**src/rtl/store_buffer_pkg.sv**
```systemverilog
// -----------------------------------------------------------------------------
// store_buffer_pkg
// Shared definitions for the store buffer that sits between the EX/MEM
// pipeline register and the data memory.
//   SB_DEPTH / SB_AW / SB_DW : default buffer depth, address and data widths
//   WORD_BYTES               : bytes per memory word (the buffer never splits words)
//   sb_entry_t               : one buffered store {addr, data}
//   sb_port_e                : who owns the data-memory port this cycle
// -----------------------------------------------------------------------------
package store_buffer_pkg;

    localparam int SB_DEPTH   = 4;
    localparam int SB_AW      = 32;
    localparam int SB_DW      = 32;
    localparam int WORD_BYTES = 4;

    typedef struct packed {
        logic [SB_AW-1:0] addr;
        logic [SB_DW-1:0] data;
    } sb_entry_t;

    typedef enum logic [1:0] {
        PORT_IDLE,
        PORT_LOAD,
        PORT_DRAIN,
        PORT_FORCED_DRAIN
    } sb_port_e;

endpackage

```
**src/rtl/sb_fifo.sv**
```systemverilog
// -----------------------------------------------------------------------------
// sb_fifo
// Circular FIFO holding pending stores. Every entry and a valid mask are
// exposed so the parent can run the load-forwarding compare across the whole
// buffer.
//   clk      : clock
//   i_clr    : synchronous clear (discards pending stores)
//   i_enq    : write {i_addr, i_data} at tail
//   i_deq    : retire the head entry
//   o_addr   : all entry addresses
//   o_data   : all entry data words
//   o_valid  : per-slot valid mask
//   o_head   : head (oldest) slot index
//   o_count  : number of pending entries, 0..DEPTH
// -----------------------------------------------------------------------------
module sb_fifo
    import store_buffer_pkg::*;
#(
    parameter int DEPTH = SB_DEPTH,
    parameter int AW    = SB_AW,
    parameter int DW    = SB_DW
) (
    input  logic                          clk,
    input  logic                          i_clr,
    input  logic                          i_enq,
    input  logic                          i_deq,
    input  logic [AW-1:0]                 i_addr,
    input  logic [DW-1:0]                 i_data,
    output logic [DEPTH-1:0][AW-1:0]      o_addr,
    output logic [DEPTH-1:0][DW-1:0]      o_data,
    output logic [DEPTH-1:0]              o_valid,
    output logic [$clog2(DEPTH)-1:0]      o_head,
    output logic [$clog2(DEPTH):0]        o_count
);

    localparam int PW = $clog2(DEPTH);
    localparam int CW = PW + 1;

    logic [DEPTH-1:0][AW-1:0] r_addr;
    logic [DEPTH-1:0][DW-1:0] r_data;
    logic [PW-1:0]            r_head;
    logic [PW-1:0]            r_tail;
    logic [CW-1:0]            r_count;
    logic [PW-1:0]            w_off;

    // DEPTH is a power of two, so pointer wrap is plain PW-bit overflow.
    always_ff @(posedge clk) begin
        if (i_clr) begin
            r_head  <= '0;
            r_tail  <= '0;
            r_count <= '0;
        end else begin
            if (i_enq) begin
                r_addr[r_tail] <= i_addr;
                r_data[r_tail] <= i_data;
                r_tail         <= r_tail + 1'b1;
            end
            if (i_deq) begin
                r_head <= r_head + 1'b1;
            end
            case ({i_enq, i_deq})
                2'b10:   r_count <= r_count + 1'b1;
                2'b01:   r_count <= r_count - 1'b1;
                default: r_count <= r_count;
            endcase
        end
    end

    // A slot is valid when its distance from head is below the count.
    always_comb begin
        o_valid = '0;
        w_off   = '0;
        for (int i = 0; i < DEPTH; i++) begin
            w_off      = PW'(i) - r_head;
            o_valid[i] = {1'b0, w_off} < r_count;
        end
    end

    assign o_addr  = r_addr;
    assign o_data  = r_data;
    assign o_head  = r_head;
    assign o_count = r_count;

endmodule

```
**src/rtl/store_buffer.sv**
```systemverilog
// -----------------------------------------------------------------------------
// store_buffer
// Write buffer between EX/MEM and the data memory. Stores are queued and
// drained when the memory port is otherwise idle (or forced when full);
// loads are served from the youngest matching buffered store, else from
// memory. The load result is held on ReadData while no load is active.
//   clk, startin          : clock, synchronous active-high reset
//   Address, WriteData    : CPU word address / store data
//   MemWrite, MemRead     : store / load request
//   ReadData              : load result (held between loads)
//   Stall                 : store refused this cycle (buffer full)
//   Empty, Count          : buffer occupancy
//   mem_*                 : data-memory port (combinational read data)
// -----------------------------------------------------------------------------
module store_buffer
    import store_buffer_pkg::*;
#(
    parameter int DEPTH = SB_DEPTH,
    parameter int AW    = SB_AW,
    parameter int DW    = SB_DW
) (
    input  logic                     clk,
    input  logic                     startin,
    input  logic [AW-1:0]            Address,
    input  logic [DW-1:0]            WriteData,
    input  logic                     MemWrite,
    input  logic                     MemRead,
    output logic [DW-1:0]            ReadData,
    output logic                     Stall,
    output logic                     Empty,
    output logic [$clog2(DEPTH):0]   Count,
    output logic [AW-1:0]            mem_Address,
    output logic [DW-1:0]            mem_WriteData,
    output logic                     mem_MemWrite,
    output logic                     mem_MemRead,
    input  logic [DW-1:0]            mem_ReadData
);

    localparam int PW = $clog2(DEPTH);
    localparam int CW = PW + 1;
    localparam int OB = $clog2(WORD_BYTES);

    logic [DEPTH-1:0][AW-1:0] w_ent_addr;
    logic [DEPTH-1:0][DW-1:0] w_ent_data;
    logic [DEPTH-1:0]         w_valid;
    logic [PW-1:0]            w_head;
    logic [CW-1:0]            w_count;
    logic [PW-1:0]            w_idx;
    logic                     w_full;
    logic                     w_enq;
    logic                     w_deq;
    logic                     w_hit;
    logic [DW-1:0]            w_fwd;
    logic [DW-1:0]            w_load_data;
    sb_port_e                 w_port;
    logic [DW-1:0]            r_hold;

    sb_fifo #(.DEPTH(DEPTH), .AW(AW), .DW(DW)) u_fifo (
        .clk     (clk),
        .i_clr   (startin),
        .i_enq   (w_enq),
        .i_deq   (w_deq),
        .i_addr  (Address),
        .i_data  (WriteData),
        .o_addr  (w_ent_addr),
        .o_data  (w_ent_data),
        .o_valid (w_valid),
        .o_head  (w_head),
        .o_count (w_count)
    );

    assign w_full = (w_count == CW'(DEPTH));

    // Port owner. Reset suppresses everything, including a pending drain.
    always_comb begin
        w_port = PORT_IDLE;
        if (startin)
            w_port = PORT_IDLE;
        else if (MemRead)
            w_port = PORT_LOAD;
        else if (MemWrite && w_full)
            w_port = PORT_FORCED_DRAIN;
        else if (!MemWrite && (w_count != '0))
            w_port = PORT_DRAIN;
    end

    // Walk oldest to youngest so the last match wins (youngest store).
    always_comb begin
        w_hit = 1'b0;
        w_fwd = '0;
        w_idx = '0;
        for (int k = 0; k < DEPTH; k++) begin
            w_idx = w_head + PW'(k);
            if (w_valid[w_idx] && (w_ent_addr[w_idx][AW-1:OB] == Address[AW-1:OB])) begin
                w_hit = 1'b1;
                w_fwd = w_ent_data[w_idx];
            end
        end
    end

    assign w_deq       = (w_port == PORT_DRAIN) || (w_port == PORT_FORCED_DRAIN);
    assign w_enq       = !startin && MemWrite && !MemRead && !w_full;
    assign Stall       = !startin && MemWrite && !MemRead && w_full;
    assign w_load_data = w_hit ? w_fwd : mem_ReadData;
    assign ReadData    = (w_port == PORT_LOAD) ? w_load_data : r_hold;

    assign mem_MemWrite  = w_deq;
    assign mem_MemRead   = (w_port == PORT_LOAD) && !w_hit;
    assign mem_Address   = w_deq ? w_ent_addr[w_head] : (mem_MemRead ? Address : '0);
    assign mem_WriteData = w_deq ? w_ent_data[w_head] : '0;

    assign Empty = (w_count == '0);
    assign Count = w_count;

    always_ff @(posedge clk) begin
        if (startin)
            r_hold <= '0;
        else if (w_port == PORT_LOAD)
            r_hold <= w_load_data;
    end

    // A simultaneous load and store is a pipeline bug; the store is dropped.
    always_ff @(posedge clk) begin
        if (!startin)
            assert (!(MemRead && MemWrite))
            else $error("store_buffer: MemRead and MemWrite both high, store ignored");
    end

endmodule

```
**config.mk**
```make
export PLATFORM = sky130hd
export DESIGN_NAME = store_buffer
export DESIGN_NICKNAME = d
export VERILOG_FILES = /design/src/rtl/store_buffer_pkg.sv /design/src/rtl/sb_fifo.sv /design/src/rtl/store_buffer.sv
export SDC_FILE = /design/constraint.sdc
export NUM_CORES = 1
export LEC_CHECK = 0
export CAP_MARGIN = 20
export CORE_MARGIN = 2
export CORE_UTILIZATION = 40
export DETAILED_ROUTE_END_ITERATION = 12
export GPL_ROUTABILITY_DRIVEN = 0
export HOLD_SLACK_MARGIN = 0.15
export PLACE_DENSITY = 0.56
export SYNTH_ARGS = -nofsm -noshare
export SYNTH_HDL_FRONTEND = slang
export SYNTH_HIERARCHICAL = 1
export SYNTH_SLANG_ARGS = --single-unit
```
**constraint.sdc**
```tcl
create_clock -name clk -period 4.3 [get_ports clk]
set_input_delay 0.645 -clock clk [delete_from_list [all_inputs] [get_ports clk]]
set_output_delay 0.645 -clock clk [all_outputs]
set_load 0.01 [all_outputs]
```
Word level (Yosys, flattened, before mapping)
Index checks and enable logic that the tools add are counted.
Widths: inputs -> output; s select.

word-level totals
  flip-flop bits (word level) = 295
  bits in latches = 0
  RAM bits = 0
  ROM bits = 0
  input bits = 100
  output and inout bits = 103
  word-level logic and storage cells = 111
  memories kept = 0

cells by class
  add/subtract/negate cells = 10
  multipliers = 0
  divide/modulo/power cells = 0
  order comparisons = 10
  equality and inequality tests = 10
  shifts and indexed selects = 0
  mux-type cells = 46
  bitwise operators = 1
  reductions and logical operators = 22

operator list
  cell                 number
  $mux 32              18
  $bmux 32 s2          8
  $bwmux 128           2
  $eq 30x30->1         4
  $demux 32 s2         1
  $lt 2x3->1 const B   5
  $logic_and 1x1->1    12
  $lt 2x3->1           4
  $bmux 1 s2           4
  $mux 1               8
  $mux 2               4
  $eq 2x2->1 const B   3
  $pmux 3 s2           1
  $logic_not 1->1      5
  $add 2x1->2 const B  2
  $add 2x2->2 const B  2
  $eq 2x1->1 const B   2
  $sub 1x2->2 const A  2
  $sub 2x2->2 const A  2
  $add 3x1->3 const B  1
  $eq 3x3->1 const B   1
  $logic_not 3->1      1
  $reduce_bool 3->1    1
  $sub 3x1->3 const B  1
  other kinds (5)      5

Longest topological paths before layout
  depth in word-level cells = 13
  mapped depth = 16
  gate-level depth less buffers = 14

Cells and area by module
Netlist, hierarchy kept.

modules (own cells, without submodules)
  module        instances  cells an instance  area an instance (um^2)  sequential area each (um^2)
  store_buffer  1          1,466              11,140.7                 640.6
  sb_fifo       1          317                8,197.9                  7,827.5

Worst setup path before layout
Ideal clock, no wire load.

  path kind = reg2out
  start = register u_fifo.r_count[1] (netlist: u_fifo/o_count[1])
  end = output mem_Address[15]
  arrival time = 3.208 ns
  required time = 3.655 ns
  slack = 0.447 ns
  cell stages (with the launch flop) = 16
  path buffers = 1
  cells stage by stage = dfxtp_1 -> inv_1 -> ha_1 -> a21oi_1 -> or2_2 -> nor2b_1 -> o21ai_0 -> a2111oi_0 -> a21oi_1 -> a2111oi_4 -> a32oi_2 -> and2_1 -> nand2_2 -> inv_2 -> buf_2 -> a32o_1

on the way
  longest elaborated chain between the ends = 12
  elaborated cells on any way between the ends = 36
  classes of those cells = order compare (4); eq/ne (4); mux (18); reduce/logical (10)

RTL lines
  what                          line                 RTL
  start, declared               sb_fifo.sv:43        logic [CW-1:0] r_count;
  start signal, assigned        sb_fifo.sv:62        2'b10: r_count <= r_count + 1'b1;
  start signal, assigned        sb_fifo.sv:63        2'b01: r_count <= r_count - 1'b1;
  start signal, assigned        sb_fifo.sv:64        default: r_count <= r_count;
  $lt 2x3->1 (*)                sb_fifo.sv:75        o_valid[i] = {1'b0, w_off} < r_count;
  via w_valid[3]                store_buffer.sv:45   logic [DEPTH-1:0] w_valid;
  $bmux 1 s2                    store_buffer.sv:94   if (w_valid[w_idx] && (w_ent_addr[w_idx][AW-1:OB] == Address[AW-1:OB])) begin
  $mux 1 (implied by the code)  store_buffer.sv:94
  $logic_and 1x1->1             store_buffer.sv:94
  $mux 1 (3 in series)          store_buffer.sv:94
  $mux 1 (*)                    store_buffer.sv:94
  $logic_not 1->1 (*)           store_buffer.sv:108  assign mem_MemRead = (w_port == PORT_LOAD) && !w_hit;
  $logic_and 1x1->1 (*)         store_buffer.sv:108
  $mux 32 (*) (2 in series)     store_buffer.sv:109  assign mem_Address = w_deq ? w_ent_addr[w_head] : (mem_MemRead ? Address : '0);
  end, declared                 store_buffer.sv:32   output logic [AW-1:0] mem_Address,

Mark *: on every way through the listed nets, which the timed path passes. The rest lies on a longest branch. The select of a mux whose other input is x is not followed.

Worst setup path in the final report
  start = register u_fifo.r_head[1] (netlist: u_fifo/o_head[1])
  end = output ReadData[5]

on the way
  longest elaborated chain between the ends = 11
  elaborated cells on any way between the ends = 53
  classes of those cells = add/sub (7); order compare (4); eq/ne (4); mux (34); reduce/logical (4)

RTL lines
  what                                             line                 RTL
  start, declared                                  sb_fifo.sv:41        logic [PW-1:0] r_head;
  start signal, assigned                           sb_fifo.sv:59        r_head <= r_head + 1'b1;
  $sub 1x2->2 or $sub 2x2->2 (tied branches)       sb_fifo.sv:74        w_off = PW'(i) - r_head;
  $lt 2x3->1                                       sb_fifo.sv:75
  $bmux 1 s2                                       store_buffer.sv:94
  $mux 1 (implied by the code)                     store_buffer.sv:94
  $logic_and 1x1->1                                store_buffer.sv:94
  $mux 32 or $mux 1 (tied branches) (4 in series)  store_buffer.sv:94
  $mux 32 (*)                                      store_buffer.sv:104  assign w_load_data = w_hit ? w_fwd : mem_ReadData;
  $mux 32 (*)                                      --
  end, declared                                    store_buffer.sv:28   output logic [DW-1:0] ReadData,

Every way passes the cells marked *; elsewhere a longest branch is shown, timed or not. The select of a mux whose other input is x is not followed.

==> impl_metrics.json <==
{
  "synth_edf_count": 256,
  "syn_inst": 1783,
  "die_area_um2": 50120,
  "ys_top_cells_by_area": "edfxtp_1 40%, mux2i_1 8.2%, mux2_2 6.1%",
  "grt_use_met3": 0.04512,
  "cp_top_family": "buffers and inverters",
  "cts_tree": "done",
  "rsz0062_at_grt": "true",
  "grt_util_met2": 0.4340,
  "rows": 80,
  "fill_cells": 3977,
  "final_common_cell": "buf_4",
  "io_pins": 203,
  "antenna_found_initial": 6,
  "status": "complete, but fails checks",
  "coreArea_um2": 47750,
  "p_per_area_nw_per_um2": 253.7,
  "port_buffers": 202,
  "failed_checks": "setup timing",
  "hp-class": "reg -> reg",
  "cp_cell_sequence": "buf_12 > bufbuf_16 > mux2_4 > mux2i_4 > xnor2_2 > nand4_1 > nor4_4 > buf_6 > a32oi_4 > buf_12 > buf_8 > buf_16 > a221oi_4 > nand3_2 > o211ai_1 > buf_2",
  "synthArstFlopShare": 0,
  "worst-path-buf-inv": 7,
  "power_leakage_nw": 9.382,
  "syn_avg_cell_area_um2": 10.85,
  "fmax_mhz": 206.9,
  "ys_seq_area_frac": 0.4379,
  "mostFrequentLayoutCells": "307 x buf_4, 256 x edfxtp_1, 161 x nor2_1",
  "cp.required_ns": 3.65,
  "finClkSkew_ns": 0.03017,
  "postSynthNetCount": 1893,
  "initial_utilization": 0.4050,
  "die_height_um": 223.9,
  "worstHoldStart": "r_hold[11]",
  "grt_pass1_vias": 17293,
  "max_stage_delay_ns": 0.39,
  "end_kind": "output pin",
  "critical_path.most_common_cell": "buf_12",
  "drt_first_iter_violations": 1588,
  "wire_per_inst_um": 24.02,
  "critPathKind": "reg -> out",
  "finalCritPeriodShare": 1.124,
  "ant_nets": 0,
  "hold_end": "r_hold[11]",
  "htree_levels": 2,
  "slowest_stage": "dfxtp_4",
  "rr_startpoint": "u_fifo/o_head[1]",
  "netlist_area_um2": 19340,
  "final_core_utilization": 0.5688,
  "synth.distinct_cells": 79,
  "timing.final.ws_setup_ns": -0.5327,
  "worstSetupStartpointType": "flop",
  "grt-ovfl-total": 0,
  "r2r-end": "r_hold[24]",
  "path_clk_slew_ns": 0.06,
  "dp_worst_setup_slack_ns": -0.6848,
  "hold_depth": 2,
  "busiest_layer": "met2",
  "cts_made_buffers": 37,
  "drv_slew": 0,
  "drv_cap": 0,
  "slew_headroom": 0.4981,
  "via_per_inst": 5.951,
  "clockBufferDepth": 3,
  "grt_max_degree": 105,
  "cp.arrival_ns": 4.19,
  "min_period_ns": 4.833,
  "firstDrtPassIters": 6,
  "synth.top_cell.area_share": 0.3975,
  "postPlaceCellArea_um2": 24230,
  "synth_top_cell_by_area": "edfxtp_1",
  "area_delta_synth_final_pct": 40.43,
  "r2r_cells": 22,
  "yosys_warnings": 6,
  "finalSetupViolCount": 65,
  "grt_pass1_wl_um": 105000,
  "grt_usage": 0.2742,
  "regToRegSetupSlack_ns": 0.20,
  "hpwl_um": 47670,
  "ys.flop_type": "edfxtp_1",
  "root_buffer": "clkbuf_16",
  "die_x_um": 223.9,
  "clock_latency_ns": 0.56,
  "use_met1": 0.3843,
  "crit_fanout": 8,
  "clock-sinks": 295,
  "synth_seq_cells": 295,
  "drc": 0,
  "drive_gt1_frac": 0.3540,
  "layout.nets": 2367,
  "ir_drop_mv": 0.1929,
  "worst_slew_pin_slew_ns": 0.7528,
  "hold_violations": 0,
  "final_area_um2": 27160,
  "wl_um": 69740,
  "vias": 17276
}
cells by family after synthesis:
logic type / share of synthesized area
and+or+nand+nor: 0.1071
AOI/OAI and AO/OA: 0.1593
muxes: 0.1902
DFF: 0.4379
buffers and inverters: 0.05286
xor gates and xnor gates: 0.04574
adders and majority gates: 0.006858
flip-flops by register name, summed over array words and instances (netlist names):
name / count
r_hold: 32
u_fifo/o_addr: 128
u_fifo/o_count: 3
u_fifo/o_data: 128
u_fifo/o_head: 2
u_fifo/r_tail: 2
report_power, final:
part / internal, mW / total [mW] / switching (mW)
Sequential: 3.14 / 3.16 / 0.0183
Clock: 1.64 / 2.88 / 1.24
Combinational: 0.404 / 0.845 / 0.441
Total: 5.19 / 6.89 / 1.70
worst max path at each step:
| stage | startpoint | to | slack, ns | cells after the start |
|---|---|---|---|---|
| after floorplan | u_fifo/o_count[1] | mem_Address[15] | 0.45 | 15 |
| after global placement | Address[11] | ReadData[17] | -0.64 | 14 |
| after detailed placement | Address[11] | mem_Address[1] | -0.68 | 15 |
| after CTS | u_fifo/o_head[1] | ReadData[30] | -0.52 | 16 |
| after global routing | u_fifo/o_head[1] | ReadData[14] | -0.63 | 16 |
| final | u_fifo/o_head[1] | ReadData[5] | -0.53 | 16 |
worst min-delay path: stages (launching register included):
cell      delay (ns)
dfxtp_1         0.33
nand2_1         0.05
o211ai_1        0.06
layout make-up:
cell class	count	area [µm²]	area share
timing repair buffer	603	5786	0.2130
antenna	3	7.507	0.0002764
clock buffer	45	955.9	0.03520
inverter	55	215.2	0.007924
tap	615	769.5	0.02833
sequential	295	8476	0.3121
clock inverter	22	138.9	0.005114
multi-input combinational	1265	10810	0.3980
Yosys cell counts, types with 30 or more instances:
cell and number:
edfxtp_1 256, nor2_1 163, mux2i_1 158, nand2_1 133, mux2_2 105, clkbuf_1 92, xnor2_1 80, o211ai_1 68
a21oi_1 65, inv_1 54, o21ai_0 51, nor4_1 41, dfxtp_1 39, mux4_2 39, o2111ai_1 34, o31a_1 33
o221ai_1 32, buf_2 30, nand3_1 30
through the flow:
stage	hold slack, ns	power, mW	std cells	setup TNS, ns
after floorplan	0.4347	3.559	1783	0
after global placement	0.4473	4.009	2752	-36.62
after detailed placement	0.4595	4.016	2752	-39.89
after CTS	0.4726	6.934	2901	-25.37
after global routing	0.4832	7.103	2902	-32.46
final	0.4733	6.891	2903	-25.33
routing by layer:
metal	up-vias	wire [µm]	part of all wire
met4	6	2009	0.029
met5	-	38	0.00054
met1	8576	30420	0.44
met3	121	5288	0.076
li1	7846	-	-
met2	727	31990	0.46
timing repair:
item / in CTS / in global routing
pin swaps: 105 / 17
cloned: 15 / 0
hold buffers: 0 / 0
gates resized for setup: 450 / 35
hold endpoints to repair: 0 / 0
setup buffers: 70 / 6
setup endpoints to repair: 79 / 77
Note: power is estimated with default switching activity, not from simulation.
